File: config.mk
export PLATFORM = sky130hd
export DESIGN_NAME = fp_result_scroller_flat
export DESIGN_NICKNAME = d
export VERILOG_FILES = /design/src/rtl/fp_result_scroller_pkg.sv /design/src/rtl/fp_result_scroller_if.sv /design/src/rtl/fp_result_scroller_dwell_timer.sv /design/src/rtl/fp_result_scroller.sv /design/src/flat_wrapper.sv
export SDC_FILE = /design/constraint.sdc
export NUM_CORES = 1
export LEC_CHECK = 0
export ABC_AREA = 1
export CAP_MARGIN = 20
export CELL_PAD_IN_SITES_DETAIL_PLACEMENT = 1
export CELL_PAD_IN_SITES_GLOBAL_PLACEMENT = 1
export CORE_MARGIN = 2
export CORE_UTILIZATION = 37
export DETAILED_ROUTE_END_ITERATION = 16
export PLACE_DENSITY_LB_ADDON = 0.1
export SLEW_MARGIN = 20
export SYNTH_ARGS = -nofsm -noshare
export SYNTH_HDL_FRONTEND = slang
export SYNTH_SLANG_ARGS = --single-unit
export TNS_END_PERCENT = 100
File: constraint.sdc
create_clock -name clk -period 1.6 [get_ports clk]
set_input_delay 0.16 -clock clk [delete_from_list [all_inputs] [get_ports clk]]
set_output_delay 0.16 -clock clk [all_outputs]
set_load 0.005 [all_outputs]
File: src/rtl/fp_result_scroller_pkg.sv
// Shared definitions for the FP result scroller: FSM encodings, display constants
// and the byte selector used to walk a latched 32-bit result MSB-first.
package fp_result_scroller_pkg;

  typedef enum logic [1:0] {
    ST_IDLE   = 2'd0,
    ST_SHOW   = 2'd1,
    ST_GAP    = 2'd2,
    ST_UNUSED = 2'd3
  } state_e;

  localparam logic [7:0] BLANK_BYTE = 8'h00;
  localparam logic [1:0] MSB_INDEX  = 2'd3;

  // Index 3 is bits [31:24], index 0 is bits [7:0].
  function automatic logic [7:0] select_byte(input logic [31:0] word, input logic [1:0] idx);
    logic [7:0] sel;
    case (idx)
      2'd3:    sel = word[31:24];
      2'd2:    sel = word[23:16];
      2'd1:    sel = word[15:8];
      default: sel = word[7:0];
    endcase
    return sel;
  endfunction

endpackage

File: src/rtl/fp_result_scroller_if.sv
// Valid/ready handshake carrying one 32-bit FP adder result into the scroller.
interface fp_result_scroller_if;
  logic [31:0] result_in;
  logic        result_valid;
  logic        result_ready;

  modport master (output result_in, output result_valid, input  result_ready);
  modport slave  (input  result_in, input  result_valid, output result_ready);
endinterface

File: src/rtl/fp_result_scroller_dwell_timer.sv
// Dwell counter: counts 0..DWELL_CYCLES-1, flags the terminal count and restarts,
// or restarts immediately when cleared by a load.
module dwell_timer #(
  parameter int DWELL_CYCLES = 50_000_000,
  parameter int CNT_W        = 26
) (
  input  logic clk,
  input  logic reset,
  input  logic clear,
  output logic tick
);

  localparam logic [CNT_W-1:0] TERMINAL = CNT_W'(DWELL_CYCLES - 1);

  logic [CNT_W-1:0] dwell_cnt;

  assign tick = (dwell_cnt == TERMINAL);

  // NOTE: sequential state uses non-blocking assignments and an async reset in the
  // sensitivity list so every flop updates from pre-edge values and clears without a clock.
  always_ff @(posedge clk or negedge reset) begin
    if (!reset) begin
      dwell_cnt <= '0;
    end else if (clear || tick) begin
      dwell_cnt <= '0;
    end else begin
      dwell_cnt <= dwell_cnt + CNT_W'(1);
    end
  end

endmodule

File: src/rtl/fp_result_scroller.sv
// Latches an FP result on handshake and scrolls it MSB byte first onto the display
// data bus, one byte per dwell period followed by a blank gap, repeating until reloaded.
module fp_result_scroller
  import fp_result_scroller_pkg::*;
#(
  parameter int DWELL_CYCLES = 50_000_000,
  parameter int CNT_W        = 26
) (
  input  logic                       clk,
  input  logic                       reset,
  fp_result_scroller_if.slave        bus,
  output logic [7:0]                 data_out,
  output logic [1:0]                 byte_index,
  output logic                       busy
);

  typedef struct packed {
    state_e      state;
    logic [31:0] held;
    logic [7:0]  data;
    logic [1:0]  idx;
  } regs_t;

  localparam regs_t RESET_REGS = '{
    state: ST_IDLE,
    held:  32'h0,
    data:  BLANK_BYTE,
    idx:   2'd0
  };

  regs_t r;
  regs_t r_nxt;
  logic  ready;
  logic  transfer;
  logic  tick;
  logic  timer_clear;

  assign ready      = (r.state == ST_IDLE) || (r.state == ST_GAP);
  assign transfer   = bus.result_valid && ready;

  assign bus.result_ready = ready;
  assign data_out         = r.data;
  assign byte_index       = r.idx;
  assign busy             = (r.state == ST_SHOW);

  dwell_timer #(
    .DWELL_CYCLES (DWELL_CYCLES),
    .CNT_W        (CNT_W)
  ) u_dwell_timer (
    .clk   (clk),
    .reset (reset),
    .clear (timer_clear),
    .tick  (tick)
  );

  always_ff @(posedge clk or negedge reset) begin
    if (!reset) begin
      r <= RESET_REGS;
    end else begin
      r <= r_nxt;
    end
  end

  // NOTE: every output of this block gets a default first so no path can leave one
  // unassigned and infer a latch.
  always_comb begin
    r_nxt       = r;
    timer_clear = 1'b0;

    case (r.state)
      ST_IDLE: begin
        timer_clear = 1'b1;
        r_nxt.data  = BLANK_BYTE;
        r_nxt.idx   = 2'd0;
        if (transfer) begin
          r_nxt.state = ST_SHOW;
          r_nxt.held  = bus.result_in;
          r_nxt.idx   = MSB_INDEX;
          r_nxt.data  = select_byte(bus.result_in, MSB_INDEX);
        end
      end

      ST_SHOW: begin
        if (tick) begin
          if (r.idx != 2'd0) begin
            r_nxt.idx  = r.idx - 2'd1;
            r_nxt.data = select_byte(r.held, r.idx - 2'd1);
          end else begin
            r_nxt.state = ST_GAP;
            r_nxt.data  = BLANK_BYTE;
            r_nxt.idx   = 2'd0;
          end
        end
      end

      ST_GAP: begin
        // A new result cuts the gap short and also wins over the loop restart.
        if (transfer) begin
          timer_clear = 1'b1;
          r_nxt.state = ST_SHOW;
          r_nxt.held  = bus.result_in;
          r_nxt.idx   = MSB_INDEX;
          r_nxt.data  = select_byte(bus.result_in, MSB_INDEX);
        end else if (tick) begin
          r_nxt.state = ST_SHOW;
          r_nxt.idx   = MSB_INDEX;
          r_nxt.data  = select_byte(r.held, MSB_INDEX);
        end
      end

      default: begin
        timer_clear = 1'b1;
        r_nxt       = RESET_REGS;
      end
    endcase
  end

endmodule

File: src/flat_wrapper.sv
// flat-port wrapper written by rule: the top's interface ports become plain ports
module fp_result_scroller_flat import fp_result_scroller_pkg::*;
#(
  parameter int DWELL_CYCLES = 50_000_000,
  parameter int CNT_W        = 26
)
  (clk, reset, data_out, byte_index, busy, bus_result_in, bus_result_valid, bus_result_ready);
  fp_result_scroller_if bus_i ();
  input  logic clk;
  input  logic reset;
  output logic [7:0] data_out;
  output logic [1:0] byte_index;
  output logic busy;
  input wire logic [$bits(bus_i.result_in)-1:0] bus_result_in;
  input wire logic [$bits(bus_i.result_valid)-1:0] bus_result_valid;
  output wire logic [$bits(bus_i.result_ready)-1:0] bus_result_ready;
  assign bus_i.result_in = bus_result_in;
  assign bus_i.result_valid = bus_result_valid;
  assign bus_result_ready = bus_i.result_ready;
  fp_result_scroller #(.DWELL_CYCLES(DWELL_CYCLES), .CNT_W(CNT_W)) u_core (.clk(clk), .reset(reset), .bus(bus_i), .data_out(data_out), .byte_index(byte_index), .busy(busy));
endmodule
Yosys cells after proc, flatten, opt, wreduce, memory -nomap -nowiden --
Cells that the tools add are included.
Storage, ports and cells: bits in registers 70, input bits 35, output and inout bits 12, logic and storage cells 44
Operators by class: add/subtract/negate cells 2, eq/ne operators 11, multiplexer cells 17, bitwise operators 1, reduce and logical (&&, ||, !) cells 8
Operators by type and width (count):
- 32-bit one-hot mux with 3 select lines | 1
- 44-bit two-way mux | 1
- 10-bit two-way mux | 4
- 32-bit two-way mux | 1
- 10-bit one-hot mux with 3 select lines | 1
- 26-bit by 1-bit adder with 26-bit output (second input constant) | 1
- 26-bit equality test (second input constant) | 1
- 26-bit two-way mux | 1
- 8-bit one-hot mux with 3 select lines | 1
- 2-bit two-way mux | 4
- 2-bit equality test (second input constant) | 3
- 2-bit by 1-bit inequality test with 1-bit output (second input constant) | 3
- 2-bit one-hot mux with 3 select lines | 1
- 2-bit by 1-bit equality test with 1-bit output (second input constant) | 2
- 4-bit AND reduction | 1
- 3-bit by 2-bit inequality test with 1-bit output (second input constant) | 1
- 3-bit AND reduction | 1
- 2-bit logical NOT | 1
- 1-bit logical OR | 2
- 2-bit inequality test (second input constant) | 1
- 1-bit one-hot mux with 2 select lines | 1
- 2-bit AND reduction | 1
- 2-bit nonzero test | 1
- 2-bit by 1-bit subtractor with 2-bit output (second input constant) | 1
- other kinds (3) | 3

Depth between registers and ports, before layout --
depth after elaboration 7, depth in mapped cells 10, gate-level depth less buffers 10

Hierarchy --
A second synthesis with hierarchy kept.
Unflattened totals: cell total of the unflattened synthesis 524, area, all modules 3860.0 um^2
By module, submodules not included:
- fp_result_scroller | instances 1, cells each 297, area an instance 2270.9 um^2, seq. area each 1101.1 um^2
- dwell_timer | instances 1, cells each 227, area an instance 1589.0 um^2, seq. area each 650.6 um^2

Worst setup path before layout --
Ideal clock, no wire load.
kind register to register, from reg u_core.u_dwell_timer.dwell_cnt[0], to reg u_core.u_dwell_timer.dwell_cnt[18], setup time 118 ps, data arrival time 1521 ps, required time 1482 ps, setup slack -40 ps, cell stages (with the launch flop) 11, clock period less this slack 1640 ps, path through dfrtp_1 ha_1 nand2_1 nor2_2 nand2_1 nor2_1 nand2_1 nand2_2 buf_6 buf_8 nor2_4
Between the ends: word-level cells in the longest chain between the ends 3
RTL lines:
- start, declared | line fp_result_scroller_dwell_timer.sv:15 | logic [CNT_W-1:0] dwell_cnt;
- start signal, assigned | line fp_result_scroller_dwell_timer.sv:27 | dwell_cnt <= dwell_cnt + CNT_W'(1);
- branches (longest 2 deep; another with 26-bit by 1-bit adder with 26-bit output)
- 26-bit two-way mux * | line fp_result_scroller_dwell_timer.sv:24 | end else if (clear || tick) begin
Every way passes the cells marked *. A chain may end at the register's enable or synchronous reset.

Final worst setup path --
from reg u_core.r[42] in the netlist's numbering, to out bus_result_ready
Between the ends: word-level cells in the longest chain between the ends 2
RTL lines:
- start, declared | line fp_result_scroller.sv:31 | regs_t r;
- start signal, assigned | line fp_result_scroller.sv:60 | r <= r_nxt;
- 2-bit equality test or 2-bit logical NOT (tied branches) | line fp_result_scroller.sv:38 | assign ready = (r.state == ST_IDLE) || (r.state == ST_GAP);
- 1-bit logical OR * | line fp_result_scroller.sv:38
- end, declared | line flat_wrapper.sv:16 | output wire logic [$bits(bus_i.result_ready)-1:0] bus_result_ready;
Every way passes the cells marked *; elsewhere a longest branch is shown, timed or not.

==> flow_summary.toml <==
[run_status]
outcome = "finished clean"

[clock_tree]
clkLatencyLatePin_ps = 350
cts_max_level = 3
cts_root_buffer = "clkbuf_8"
cts_sinks = 70
clkTransAtPathRegs_ps = 80
cts_tree = "yes"
cts_buffer_depth = 2
cts_buffers = 9

[timing]
setup_violations = 0
whs_ps = 353
hold_violations = 0
relSlewSlack_pct = 73.5
max_freq_ghz = 0.650
fin_crit_ps = 1540
worst_pin_slew_ps = 398
rsz0062_at_grt = "false"
skew_ps = 7.57
fin_crit_sh_pct = 96.2
drv_slew = 0

[layout]
finalNonFillerCells = 693
diodes = 0
drive_above_1_share_pct = 13.9
nets = 591
fillCellCount = 1218
area_growth_pct = 26.3

[floorplan]
die_area_um2 = 10900
ios = 47
die_h_um = 105
start_util_pct = 38.2
chipWidth_um = 105
num_rows = 36
core_area_um2 = 9770

[synthesis]
yosysWarnings = 0
netlist.area_leader.share_pct = 46.9
synth_seq_cells = 70
async_flop_share_pct = 100
syn_inst = 490
syn_nets = 526
synthTopCellsByArea = "dfrtp_1 (47%), nand2_1 (15%), nor2_1 (7.0%)"
synth_ff_type = "dfrtp_1"
synth.cell_area_um2 = 3740
synth_edf_count = 0
syn_area_per_cell_um2 = 7.63
yosysUniqueCellTypes = 30
synth.largest_area_cell = "dfrtp_1"
ys_seq_area_share_pct = 46.9

[flow_run]
maxCapViolCount = 0

[routing]
wl_met3_um = 243
wl_met2_um = 5100
drtIter0Drc = 60
wl_per_cell_um = 14.3
via_per_inst = 4.81
route.layer.met1.wl_um = 4320
highest_layer = "met4"
wl_um = 9890
ant_nets = 0
drc = 0
drtPass1Iterations = 4
vias = 3336

[global_route]
track_usage_pct = 19.1
overflow = 0
grt_antenna_before_repair = 0
grt_pass1_wl_um = 16800
grt_pass1_vias = 3581
grt_max_degree = 71

[worst_setup_path]
cp_max_fo = 4
path_delay_family = "buffers and inverters"
endpoint_kind = "output port"
slowest_delay_ps = 510
arrival_ps = 1380
crit_path_cell_trace = "inv_4 > clkdlybuf4s50_1"
critPathLaunchType = "flop"
critPathKind = "reg2out"
slowest_stage = "clkdlybuf4s50_1"
crit_required_ps = 1440
path_buf_inv = 2

[placed_design]
dp_cells = 671
gp_congestion = 0.857
io_buffers = 46
hpwl_um = 7520

[power]
powerDensity_nw_per_um2 = 675
p_leak_nw = 2.19
ir_drop_mv = 0.331

[worst_hold_path]
min_path_type = "in2async"
## area by class of cell
class	instances	area, um2	area share, %
Clock inverter	6	38.8	0.821
Tap cell	133	166	3.52
Multi-Input combinational cell	340	1670	35.5
Timing Repair Buffer	77	747	15.8
Clock buffer	10	128	2.70
Sequential cell	70	1750	37.1
Inverter	57	216	4.58
## synth_stat cells, types with 6 or more instances
master	count
a22o_1	16
buf_4	10
dfrtp_1	70
inv_1	53
nand2_1	149
nand3_1	36
nor2_1	70
nor2_2	6
nor2_4	6
nor3_1	6
o21ai_0	27
xor2_1	6
## through the flow
stage	util [%]	setup TNS (ps)	power, mW	area, um2	setup slack (ps)
finish	48.3	0	3.19	4720	60.7
CTS	47.5	0	3.23	4650	0.0961
global placement	45.6	0	1.96	4460	29.5
global route	48.3	0	3.31	4720	1.18
floorplan	-	0	1.83	3740	8.37
detailed placement	45.6	-114	1.96	4460	-42.5
## registers in the layout, summed over array words and instances, names as in the netlist
signal,count
u_core.data_out,8
u_core.r,34
u_core.u_dwell_timer.dwell_cnt,26
u_core.byte_index,2
## cells in the final DEF (no fill, tap or decap), drive strengths merged, types with 2 or more instances in the layout
master         instances
o22ai                  2
o211ai                 2
a22o                  16
buf                   31
nor2                  84
a31oi                  2
nor3                   6
clkinvlp               2
xnor2                  2
a21oi                  3
clkdlybuf4s50         44
xor2                   6
nand2                151
clkbuf                10
o21ai                 27
inv                   56
dfrtp                 70
clkinv                 5
nand3                 36
## worst register-to-register path: stages, from the launching register on
cell	delay (ps)
dfrtp_1	410
buf_4	150
nand2_1	50
inv_1	100
nor2_8	130
inv_2	80
nor2_8	90
nand2_4	90
buf_12	160
nand2_1	70
nand2_1	50
## path summary, 6_finish.rpt
| check | slack (ps) | cells past startpoint | to | startpoint |
|---|---|---|---|---|
| max reg2reg | 110 | 10 | u_core.data_out[6]$_DFFE_PN0P_ | u_core.r[42]$_DFFE_PN0P_ |
| max in group asynchronous | 920 | 3 | u_core.u_dwell_timer.dwell_cnt[21]$_DFF_PN0_ | reset |
| min in group clk | 380 | 3 | u_core.r[20]$_DFFE_PN0P_ | bus_result_in[10] |
| min reg2reg | 480 | 2 | u_core.r[39]$_DFFE_PN0P_ | u_core.r[39]$_DFFE_PN0P_ |
| max | 60 | 2 | bus_result_ready | u_core.r[42]$_DFFE_PN0P_ |
| min | 350 | 3 | u_core.u_dwell_timer.dwell_cnt[4]$_DFF_PN0_ | reset |
## logic make-up (layout without fill, tap and decap cells)
group / count (synthesis) / count (layout) / synth area share [%]
buf+inv: 80 / 150 / 9.71
flops: 70 / 70 / 46.9
xor+xnor: 8 / 8 / 1.87
simple gates: 277 / 277 / 32.0
fa+ha+maj: 1 / 1 / 0.335
compound gates: 54 / 54 / 9.24
## metal layers
| layer | vias to the layer above | global-route usage [%] |
|---|---|---|
| met4 | 0 | 7.72 |
| met3 | 17 | 2.76 |
| li1 | 1660 | - |
| met1 | 1606 | 22.5 |
| met5 | - | 0 |
| met2 | 53 | 34.8 |
## where the power goes
group	internal (mW)	switching [mW]	leakage (nW)
sequential	1.77	0.00178	0.857
combinational	0.0879	0.0676	1.25
clock	0.557	0.706	0.0820
total	2.41	0.776	2.19
## what timing repair did
action	4_1_cts	5_1_grt
cloned	0	1
endpoints found under the hold margin	70	0
hold buffers	1	0
gates resized for setup	3	18
setup endpoints to repair	2	38
setup buffers	1	3
pin swaps	1	7
Power figures use the tool's default switching activity.
